==> src/rtl/oai22_bist.sv <==
// BIST engine for a WIDTH-lane OAI22 gate array: 32 exhaustive vectors, two passes, error statistics.
// Optional OAI22_BIST_STOP_ON_FAIL_EN ends the run at the first mismatching vector.
module oai22_bist_lane #(
  parameter bit ODD = 1'b0
) (
  input  logic [4:0] i_k,
  input  logic       i_a,
  input  logic       i_b,
  input  logic       i_c,
  input  logic       i_d,
  input  logic       i_dut,
  output logic [3:0] o_stim,
  output logic       o_mis
);
  logic [3:0] w_v;
  assign w_v = i_k[3:0];
  // Second pass drives complementary patterns on odd lanes to expose lane-to-lane shorts.
  assign o_stim = (ODD && i_k[4]) ? ~w_v : w_v;
  assign o_mis  = i_dut ^ ~((i_a | i_b) & (i_c | i_d));
endmodule

module oai22_bist #(
  parameter int WIDTH = 8
) (
  input  logic             clk,
  input  logic             rst_n,
  input  logic             i_start,
  output logic [WIDTH-1:0] o_in1,
  output logic [WIDTH-1:0] o_in2,
  output logic [WIDTH-1:0] o_in3,
  output logic [WIDTH-1:0] o_in4,
  input  logic [WIDTH-1:0] i_dut_out,
  output logic             o_busy,
  output logic             o_done,
  output logic             o_pass,
  output logic [5:0]       o_err_count,
  output logic [WIDTH-1:0] o_fail_mask,
  output logic [4:0]       o_first_fail,
  output logic             o_fail_valid
);
  typedef enum logic [1:0] {S_IDLE, S_SETTLE, S_CHECK, S_DONE} state_t;

  state_t           r_state, w_next;
  logic [4:0]       r_k;
  logic [WIDTH-1:0] r_in1, r_in2, r_in3, r_in4;
  logic [WIDTH-1:0] r_mask;
  logic [5:0]       r_err;
  logic [4:0]       r_first;
  logic             r_fv, r_busy, r_done, r_pass;

  logic             w_accept, w_load, w_last, w_any, w_stop;
  logic [4:0]       w_k_load;
  logic [5:0]       w_err_nxt;
  logic [WIDTH-1:0] w_mis;
  logic [WIDTH-1:0][3:0] w_stim;

  for (genvar l = 0; l < WIDTH; l++) begin : g_lane
    oai22_bist_lane #(.ODD(l % 2 == 1)) u_lane (
      .i_k   (w_k_load),
      .i_a   (r_in1[l]),
      .i_b   (r_in2[l]),
      .i_c   (r_in3[l]),
      .i_d   (r_in4[l]),
      .i_dut (i_dut_out[l]),
      .o_stim(w_stim[l]),
      .o_mis (w_mis[l])
    );
  end

  assign w_any     = |w_mis;
  assign w_last    = (r_k == 5'd31);
  assign w_err_nxt = w_any ? r_err + 6'd1 : r_err;
`ifdef OAI22_BIST_STOP_ON_FAIL_EN
  assign w_stop = w_last | w_any;
`else
  assign w_stop = w_last;
`endif

  always_ff @(posedge clk or negedge rst_n) begin
    if (!rst_n) r_state <= S_IDLE;
    else        r_state <= w_next;
  end

  always_comb begin
    w_next = r_state;
    case (r_state)
      S_IDLE, S_DONE: if (i_start) w_next = S_SETTLE;
      S_SETTLE:       w_next = S_CHECK;
      S_CHECK:        w_next = w_stop ? S_DONE : S_SETTLE;
      default:        w_next = S_IDLE;
    endcase
  end

  // Next vector is loaded after every non-final check, even one that stops the run.
  always_comb begin
    w_accept = 1'b0;
    w_load   = 1'b0;
    w_k_load = r_k + 5'd1;
    case (r_state)
      S_IDLE, S_DONE: begin
        w_accept = i_start;
        w_load   = i_start;
        w_k_load = 5'd0;
      end
      S_CHECK: w_load = ~w_last;
      default: ;
    endcase
  end

  always_ff @(posedge clk or negedge rst_n) begin
    if (!rst_n) begin
      r_k     <= '0;
      r_in1   <= '0;
      r_in2   <= '0;
      r_in3   <= '0;
      r_in4   <= '0;
      r_mask  <= '0;
      r_err   <= '0;
      r_first <= '0;
      r_fv    <= 1'b0;
      r_busy  <= 1'b0;
      r_done  <= 1'b0;
      r_pass  <= 1'b0;
    end else begin
      if (w_accept) begin
        r_mask  <= '0;
        r_err   <= '0;
        r_first <= '0;
        r_fv    <= 1'b0;
        r_busy  <= 1'b1;
        r_done  <= 1'b0;
        r_pass  <= 1'b0;
      end
      if (w_load) begin
        r_k <= w_k_load;
        for (int l = 0; l < WIDTH; l++) begin
          r_in1[l] <= w_stim[l][0];
          r_in2[l] <= w_stim[l][1];
          r_in3[l] <= w_stim[l][2];
          r_in4[l] <= w_stim[l][3];
        end
      end
      if (r_state == S_CHECK) begin
        if (w_any) begin
          r_err  <= w_err_nxt;
          r_mask <= r_mask | w_mis;
          if (!r_fv) begin
            r_first <= r_k;
            r_fv    <= 1'b1;
          end
        end
        if (w_stop) begin
          r_busy <= 1'b0;
          r_done <= 1'b1;
          r_pass <= (w_err_nxt == 6'd0);
        end
      end
    end
  end

  assign o_in1        = r_in1;
  assign o_in2        = r_in2;
  assign o_in3        = r_in3;
  assign o_in4        = r_in4;
  assign o_busy       = r_busy;
  assign o_done       = r_done;
  assign o_pass       = r_pass;
  assign o_err_count  = r_err;
  assign o_fail_mask  = r_mask;
  assign o_first_fail = r_first;
  assign o_fail_valid = r_fv;
endmodule

==> config.mk <==
export PLATFORM = sky130hd
export DESIGN_NAME = oai22_bist
export DESIGN_NICKNAME = d
export VERILOG_FILES = /design/src/rtl/oai22_bist.sv
export SDC_FILE = /design/constraint.sdc
export NUM_CORES = 1
export LEC_CHECK = 0
export CORE_UTILIZATION = 51
export CTS_CLUSTER_SIZE = 10
export DETAILED_ROUTE_END_ITERATION = 8
export PLACE_DENSITY = 0.9
export SYNTH_ARGS = -nofsm -noshare
export SYNTH_HDL_FRONTEND = slang
export SYNTH_SLANG_ARGS = --single-unit
==> constraint.sdc <==
create_clock -name clk -period 4.65 [get_ports clk]
set_clock_uncertainty 0.15 [all_clocks]
set_input_delay 0.6975 -clock clk [delete_from_list [all_inputs] [get_ports clk]]
set_output_delay 0.6975 -clock clk [all_outputs]
set_load 0.005 [all_outputs]
==> results of run 1 <==
state kept, by name, indices dropped and copies added (netlist names):
register	cells
o_first_fail	5
o_in1	1
o_in3	1
r_k	5
o_err_count	6
r_state	2
o_pass	1
o_in4	1
o_fail_valid	1
o_in2	1
o_fail_mask	8
o_done	1
o_busy	1
cell usage in the layout (no fill, tap or decap), types with 3 or more instances in the layout:
master | synthesis | layout
clkdlybuf4s50_1 | 0 | 65
a21oi_1 | 12 | 12
nand3_1 | 4 | 4
xnor2_1 | 5 | 5
o21ai_0 | 9 | 9
nand2b_1 | 4 | 4
xor2_1 | 12 | 12
mux2i_1 | 10 | 10
nor2_1 | 10 | 10
nand4_1 | 3 | 3
nand2_1 | 25 | 25
inv_1 | 9 | 9
dfrtp_1 | 34 | 34
a311oi_1 | 6 | 6
clkbuf_8 | 0 | 6
ha_1 | 7 | 7
stage by stage:
step                      std cells  total power [mW]
after floorplan                 221             0.959
after global placement          295              1.17
after detailed placement        295              1.20
after CTS                       303              1.43
after global routing            303              1.53
final                           303              1.41
worst max path at each step:
stage | start | end | slack, ns | depth (start not counted)
after global placement | i_start | r_k[2]$_DFFE_PN0P_ | 1.78 | 5
final | r_state[0]$_DFFE_PN0P_ | r_k[2]$_DFFE_PN0P_ | 1.96 | 6
after floorplan | i_dut_out[1] | o_err_count[0]$_DFF_PN0_ | 2.52 | 5
after global routing | r_state[0]$_DFFE_PN0P_ | r_k[2]$_DFFE_PN0P_ | 1.74 | 6
after detailed placement | i_start | r_k[2]$_DFFE_PN0P_ | 1.67 | 5
after CTS | r_state[0]$_DFFE_PN0P_ | r_k[2]$_DFFE_PN0P_ | 1.92 | 6
cells by family (layout without fill, tap and decap cells):
| kind of cell | Yosys count | in the layout |
|---|---|---|
| simple gates | 57 | 57 |
| buf+inv | 51 | 83 |
| mux | 12 | 12 |
| flops | 34 | 34 |
| compound gates | 43 | 43 |
| xor+xnor | 17 | 17 |
| fa+ha+maj | 7 | 7 |
report_power, final:
part	internal (mW)	total, mW	switching, mW
combinational	0.388	0.702	0.314
sequential	0.380	0.486	0.105
clock	0.119	0.226	0.107
total	0.888	1.41	0.526
metal layers:
metal,vias to the layer above,part of all wire (%),global-route usage (%)
li1,791,-,-
met4,0,1.7,7.71
met3,7,5.1,5.82
met2,44,48,33.0
met1,754,45,25.2
met5,-,0,0
final cells by class:
class,count,area share [%]
multi-input cells,136,36.6
flip-flops and latches,34,31.7
repair buffers,66,24.5
clock buffers,6,3.08
well taps,50,2.33
inverters,9,1.26
clock inverters,2,0.467
worst reg2reg max path, cell delays in order, from the launching register on:
cell     delay (ns)
dfrtp_1        0.40
inv_1          0.06
ha_1           0.63
nand2_1        0.58
a21o_1         0.44
o21ai_0        0.19
o21ai_0        0.11
==> results.json, run 1 <==
{
  "die_y_um": 67.0,
  "grt_max_degree": 35,
  "clkSlewWorstSetupHoldPaths_ns": 0.07,
  "path_class": "reg2reg",
  "rows": 23,
  "rsz0062_at_grt": "no",
  "initial_utilization_pct": 53.5,
  "preCtsSetupSlack_ns": 1.67,
  "pin_count": 66,
  "crit_buf_inv": 1,
  "finalSetupViolations": 0,
  "core_area_um2": 4030,
  "synthTopCellsByCount": "dfrtp_1 (34), buf_4 (33), nand2_1 (25)",
  "numCtsBuffers": 5,
  "start_kind": "register",
  "path_cells": "inv_1, ha_1, nand2_1, a21o_1, o21ai_0, o21ai_0",
  "hpwl_mm": 3.04,
  "seq_area_um2": 851,
  "outcome": "finished, final reports clean",
  "synthSimpleGateAreaFrac_pct": 12.8,
  "fin_crit_sh_pct": 57.9,
  "wl_per_cell_um": 13.9,
  "grt_usage_pct": 20.3,
  "multi_input_area_um2": 981,
  "postCtsResizedCells": 0,
  "r2r_cells": 6,
  "drc": 0,
  "slew_violations": 0,
  "area_delta_synth_final_pct": 24.4,
  "crit_top_cell": "o21ai_0",
  "synthArstFlopShare_pct": 100,
  "rr_endpoint": "r_k[2]$_DFFE_PN0P_",
  "drive_gt1_share_pct": 7.51,
  "synth_xor_area_share_pct": 6.91,
  "critPathRequiredTime_ns": 4.67,
  "tritoncts": "done",
  "diodes": 0,
  "synthMuxAreaShare_pct": 6.74,
  "clock_latency_ns": 0.29,
  "grt_antenna_before_repair": 0,
  "grt_first_pass_wirelength_mm": 6.74,
  "syn-cell-area_um2": 2150,
  "yosys.area.top_type": "dfrtp_1",
  "synth_edf_count": 0,
  "synth-compound-area-share_pct": 15.0,
  "fin_area_um2": 2680,
  "gp_congestion": 0.846,
  "powerDensity_nw_per_um2": 527,
  "layout.nets": 270,
  "rr_startpoint": "r_state[0]$_DFFE_PN0P_",
  "portBuffers": 65,
  "path_delay_family": "compound AO/OA/AOI/OAI gates",
  "reg2reg_slack_ns": 1.96,
  "vdd_ir_drop_max_mv": 0.271,
  "postRouteAntennaNets": 0,
  "synth-seq-area-share_pct": 39.5,
  "syn_area_per_cell_um2": 9.75,
  "period_needed_ns": 2.69,
  "first_iter_violations": 103,
  "clockBufferDepth": 2,
  "slew_headroom_pct": 53.0,
  "grt_pass1_vias": 1479,
  "die_area_um2": 4490,
  "setup_tns_ns": 0,
  "fin_ws_ns": 1.96,
  "ys_seq_elements": 34,
  "postPlaceCellArea_um2": 2590,
  "die_width_um": 67.0,
  "critical-path-max-stage-delay_ns": 0.63,
  "firstDrtPassIters": 4,
  "synth_ff_type": "dfrtp_1",
  "synth.distinct_cells": 41,
  "path_max_fanout": 22,
  "synth_fp_nets": 239,
  "num_vias": 1596,
  "cp.arrival_ns": 2.71,
  "wl_mm": 4.20,
  "worstHoldPathType": "reg2reg",
  "yosysMostFrequentCell": "dfrtp_1",
  "synth_top_area_share_pct": 39.5,
  "final_core_util_pct": 66.6,
  "htreeDepth": 2,
  "hold_end": "o_done$_DFF_PN0_",
  "worst_slew_pin_slew_ns": 0.704,
  "vias_per_cell": 5.27,
  "clock_sinks": 34,
  "fillers": 323,
  "netlist_instances": 221,
  "leakagePower_nw": 1.10,
  "cap_violations": 0,
  "clockRootBuffer": "clkbuf_8",
  "synthAdderAreaFrac_pct": 4.07,
  "critPathCaptureType": "register",
  "synth_top_family_by_area": "compound AO/OA/AOI/OAI gates",
  "fmax_mhz": 371,
  "timing.hold.ws_ns": 0.359,
  "synthTopCellsByArea": "dfrtp_1 (39%), buf_4 (11%), xor2_1 (4.9%)",
  "hold_viol_final": 0,
  "slowest_stage": "ha_1",
  "ys_warn_count": 0,
  "grt.overflow.total": 0,
  "hold_depth": 2,
  "cts_setup_buffers": 0,
  "hold_start": "o_done$_DFF_PN0_",
  "post_cts_hold_buffer_count": 0
}
No activity file was read; power rests on OpenSTA's default activity.
==> inputs of run 2 (changes only) <==
- CORE_UTILIZATION: 51 -> 47
- PLACE_DENSITY: 0.9 -> 0.84
- clock period: 4.65 -> 2.5 ns (I/O delays scaled with it)
==> run 2 against run 1 <==
  * Register-to-register slack got worse by 1.7 ns
  * Wire length increased by 1.1%
  * Combinational power increased by 94%
  * Highest routed layer unchanged
  * Maximum frequency increased by 19%
  * Hold slack got worse by 0.028 ns
  * Clock-buffer cell count increased by 1
  * Die area increased by 8.3%
  * Final area increased by 1.6%
  * Total power increased by 89%
==> results.json, run 2 (synthesis results as in run 1) <==
{
  "path_max_fanout": 8,
  "path_class": "reg2reg",
  "dp.cells": 303,
  "pin_count": 66,
  "first_iter_violations": 118,
  "clockBufferDepth": 2,
  "setup_tns_ns": 0,
  "grt_usage_pct": 18.6,
  "rr_startpoint": "r_k[1]$_DFFE_PN0P_",
  "die_width_um": 69.7,
  "num_vias": 1622,
  "wl_per_cell_um": 13.6,
  "cap_violations": 0,
  "wl_mm": 4.24,
  "hold_viol_final": 0,
  "die_area_um2": 4860,
  "cts_setup_buffers": 0,
  "cp-startpoint": "r_k[1]$_DFFE_PN0P_",
  "rows": 24,
  "grt_first_pass_wirelength_mm": 7.28,
  "layout.nets": 276,
  "clkSlewWorstSetupHoldPaths_ns": 0.07,
  "fin_crit_sh_pct": 90.2,
  "clock_sinks": 34,
  "clockRootBuffer": "clkbuf_8",
  "outcome": "finished, final reports clean",
  "vias_per_cell": 5.22,
  "leakagePower_nw": 1.13,
  "postRouteAntennaNets": 0,
  "layout_common_cells": "clkdlybuf4s50_1 (65), dfrtp_1 (34), nand2_1 (25), xor2_1 (12), a21oi_1 (12)",
  "postCtsResizedCells": 0,
  "post_cts_hold_buffer_count": 0,
  "clock_latency_ns": 0.29,
  "diodes": 0,
  "timing.hold.ws_ns": 0.331,
  "firstDrtPassIters": 4,
  "numCtsBuffers": 5,
  "gp_congestion": 0.808,
  "period_needed_ns": 2.26,
  "critPathCaptureType": "register",
  "area_delta_synth_final_pct": 26.5,
  "slew_violations": 0,
  "grt_pass1_vias": 1547,
  "largest_register_ffs": 8,
  "rsz0062_at_grt": "no",
  "portBuffers": 65,
  "slew_headroom_pct": 68.0,
  "die_y_um": 69.7,
  "hpwl_mm": 3.04,
  "grt_antenna_before_repair": 0,
  "powerDensity_nw_per_um2": 980,
  "grt_max_degree": 35,
  "tritoncts": "done",
  "initial_utilization_pct": 49.1,
  "fin_cells": 311,
  "worst_slew_pin_slew_ns": 0.479,
  "drive_gt1_share_pct": 9.27,
  "final_common_cell": "clkdlybuf4s50_1",
  "htreeDepth": 2,
  "drc": 0,
  "fmax_mhz": 443,
  "vdd_ir_drop_max_mv": 0.468,
  "start_kind": "register",
  "worstHoldPathType": "in2async",
  "finalSetupViolations": 0,
  "core_area_um2": 4380,
  "critPathRequiredTime_ns": 2.55,
  "cp.arrival_ns": 2.31,
  "grt.overflow.total": 0
}
run 2: metrics by stage:
step / power (mW) / setup WS [ns] / utilization, % / instance area [um2]
finish: 2.67 / 0.244 / 62.2 / 2730
global route: 2.87 / 0.0758 / 62.2 / 2730
CTS: 2.70 / 0.199 / 62.2 / 2730
detailed placement: 2.27 / 0.102 / 60.1 / 2630
global placement: 2.24 / 0.161 / 60.1 / 2630
floorplan: 1.78 / 0.467 / - / 2150
run 2: routing by layer:
| metal | up-vias | global-route usage (%) | routed length, um |
|---|---|---|---|
| met4 | 0 | 7.56 | 65 |
| met2 | 58 | 29.1 | 1940 |
| met5 | - | 0 | 0 |
| li1 | 799 | - | - |
| met3 | 8 | 4.22 | 261 |
| met1 | 757 | 25.0 | 1980 |
run 2: cell type report:
class                           count  area, um2
Multi-Input combinational cell    136        981
Clock inverter                      1       5.00
Clock buffer                        7       86.3
Inverter                            9       33.8
Fill cell                         367       1660
Sequential cell                    34        851
Tap cell                           52       65.1
Timing Repair Buffer               72        703
run 2: path summary, 6_finish.rpt:
path                                              to  slack [ns]  cells after the start
setup / recovery           o_first_fail[1]$_DFF_PN0_        0.24                      7
setup reg to reg           o_first_fail[1]$_DFF_PN0_        0.24                      7
min in group clk                    o_done$_DFF_PN0_        0.35                      2
max in group asynchronous           o_done$_DFF_PN0_        1.55                      2
hold / removal              o_err_count[0]$_DFF_PN0_        0.33                      2
hold reg to reg                     o_done$_DFF_PN0_        0.35                      2
run 2: report_power, final:
group	total, mW	leakage (nW)	internal (mW)	switching [mW]
registers	0.895	0.455	0.708	0.187
clock network	0.418	0.0482	0.222	0.196
logic	1.36	0.624	0.756	0.601
run 2: worst max-delay path: stages, from the launching register on:
cell	delay (ns)
dfrtp_1	0.46
inv_1	0.10
ha_1	0.20
o21bai_4	0.22
mux2i_4	0.22
buf_4	0.16
a211oi_4	0.41
mux2i_1	0.25
==> inputs of run 3 (changes only) <==
- CORE_UTILIZATION: 47 -> 40
- CTS_BUF_LIST: not set -> sky130_fd_sc_hd__clkbuf_4 sky130_fd_sc_hd__clkbuf_8 sky130_fd_sc_hd__clkbuf_16
- PLACE_DENSITY: 0.84 -> 0.74
==> run 3 against run 2 <==
  * Register-to-register slack about the same
  * Maximum frequency about the same
  * Clock power up 1%
  * Sequential power about the same
  * Total power up 0.74%
  * Critical path type unchanged
  * Largest cell class unchanged
==> results.json, run 3 (synthesis results as in run 1) <==
{
  "rows": 26,
  "layout_common_cells": "clkdlybuf4s50_1 (65), dfrtp_1 (34), nand2_1 (25), xor2_1 (12), a21oi_1 (12)",
  "seq_area_um2": 851,
  "clockRootBuffer": "clkbuf_8",
  "vdd_ir_drop_max_mv": 0.387,
  "critPathRequiredTime_ns": 2.51,
  "setup_tns_ns": 0,
  "worst_slew_pin_slew_ns": 0.429,
  "tritoncts": "done",
  "preCtsSetupSlack_ns": 0.0906,
  "initial_utilization_pct": 41.9,
  "critPathCaptureType": "register",
  "portBuffers": 65,
  "fmax_mhz": 443,
  "drive_gt1_share_pct": 10.0,
  "cap_violations": 0,
  "grt_antenna_before_repair": 0,
  "post_cts_hold_buffer_count": 0,
  "slowest_stage": "dfrtp_1",
  "clockBufferDepth": 2,
  "start_kind": "register",
  "path_class": "reg2reg",
  "wl_mm": 4.39,
  "die_y_um": 75.4,
  "rsz0062_at_grt": "no",
  "finalSetupViolations": 0,
  "hold_viol_final": 0,
  "leakagePower_nw": 1.13,
  "cp.arrival_ns": 2.27,
  "drc": 0,
  "vias_per_cell": 4.91,
  "slew_headroom_pct": 71.3,
  "fin_ws_ns": 0.243,
  "critical-path-max-stage-delay_ns": 0.46,
  "die_area_um2": 5680,
  "fin_crit_sh_pct": 90.3,
  "clock_latency_ns": 0.29,
  "diodes": 0,
  "htreeDepth": 2,
  "pin_count": 66,
  "numCtsBuffers": 5,
  "grt.overflow.total": 0,
  "grt_max_degree": 35,
  "layout.nets": 277,
  "wl_per_cell_um": 13.3,
  "period_needed_ns": 2.26,
  "num_vias": 1621,
  "cts_setup_buffers": 0,
  "postRouteAntennaNets": 0,
  "area_delta_synth_final_pct": 28.0,
  "grt_first_pass_wirelength_mm": 6.80,
  "fillers": 483,
  "hpwl_mm": 3.21,
  "core_area_um2": 5140,
  "multi_input_area_um2": 981,
  "gp_congestion": 0.787,
  "slew_violations": 0,
  "final_common_cell": "clkdlybuf4s50_1",
  "firstDrtPassIters": 4,
  "path_max_fanout": 13,
  "outcome": "finished, final reports clean",
  "die_width_um": 75.4,
  "clkSlewWorstSetupHoldPaths_ns": 0.07,
  "grt_usage_pct": 16.3,
  "clock_sinks": 34,
  "first_iter_violations": 123,
  "powerDensity_nw_per_um2": 975,
  "largest_register_ffs": 8,
  "postCtsResizedCells": 0,
  "worstHoldPathType": "in2async",
  "path_cells": "ha_1, and3_1, ha_1, nand2b_1, a21o_1, o21ai_0, o21ai_0",
  "grt_pass1_vias": 1454,
  "power_mw": 2.69
}
run 3: final timing paths:
kind,cells after the start,to,slack (ns),start
min reg2reg,2,o_done$_DFF_PN0_,0.35,o_done$_DFF_PN0_
min,2,o_first_fail[0]$_DFF_PN0_,0.33,rst_n
max in group asynchronous,2,r_k[3]$_DFFE_PN0P_,1.55,rst_n
max reg2reg,7,r_k[2]$_DFFE_PN0P_,0.24,r_k[1]$_DFFE_PN0P_
min in group clk,2,o_done$_DFF_PN0_,0.35,o_done$_DFF_PN0_
max,7,r_k[2]$_DFFE_PN0P_,0.24,r_k[1]$_DFFE_PN0P_
run 3: report_power, final:
group	switching (mW)	internal [mW]	leakage, nW
clock	0.201	0.221	0.0472
sequential	0.186	0.708	0.455
combinational	0.610	0.763	0.630
run 3: cell type report:
class / instances / share of cell area, %
inverter: 9 / 1.22
timing repair buffer: 73 / 25.8
multi-input combinational: 136 / 35.6
clock inverter: 2 / 0.454
clock buffer: 6 / 2.99
tap: 70 / 3.17
sequential: 34 / 30.8
run 3: layer usage:
metal | wire, um | global-route usage [%]
met1 | 2090 | 21.7
met2 | 1960 | 24.5
met3 | 270 | 5.16
met4 | 74 | 7.41
met5 | 0 | 0
run 3: critical path: cells and delay by family (launching register included):
kind	cells	cell delay [ns]
compound gates	3	0.66
fa+ha+maj	2	0.51
flops	1	0.46
simple gates	2	0.36
run 3: per-stage QoR:
stage	area, um2	instances	hold slack, ns	util (%)
floorplan	2150	221	-0.0706	-
global placement	2660	322	0.314	51.8
detailed placement	2660	322	0.320	51.8
CTS	2760	330	0.345	53.7
global route	2760	330	0.370	53.7
finish	2760	330	0.333	53.7
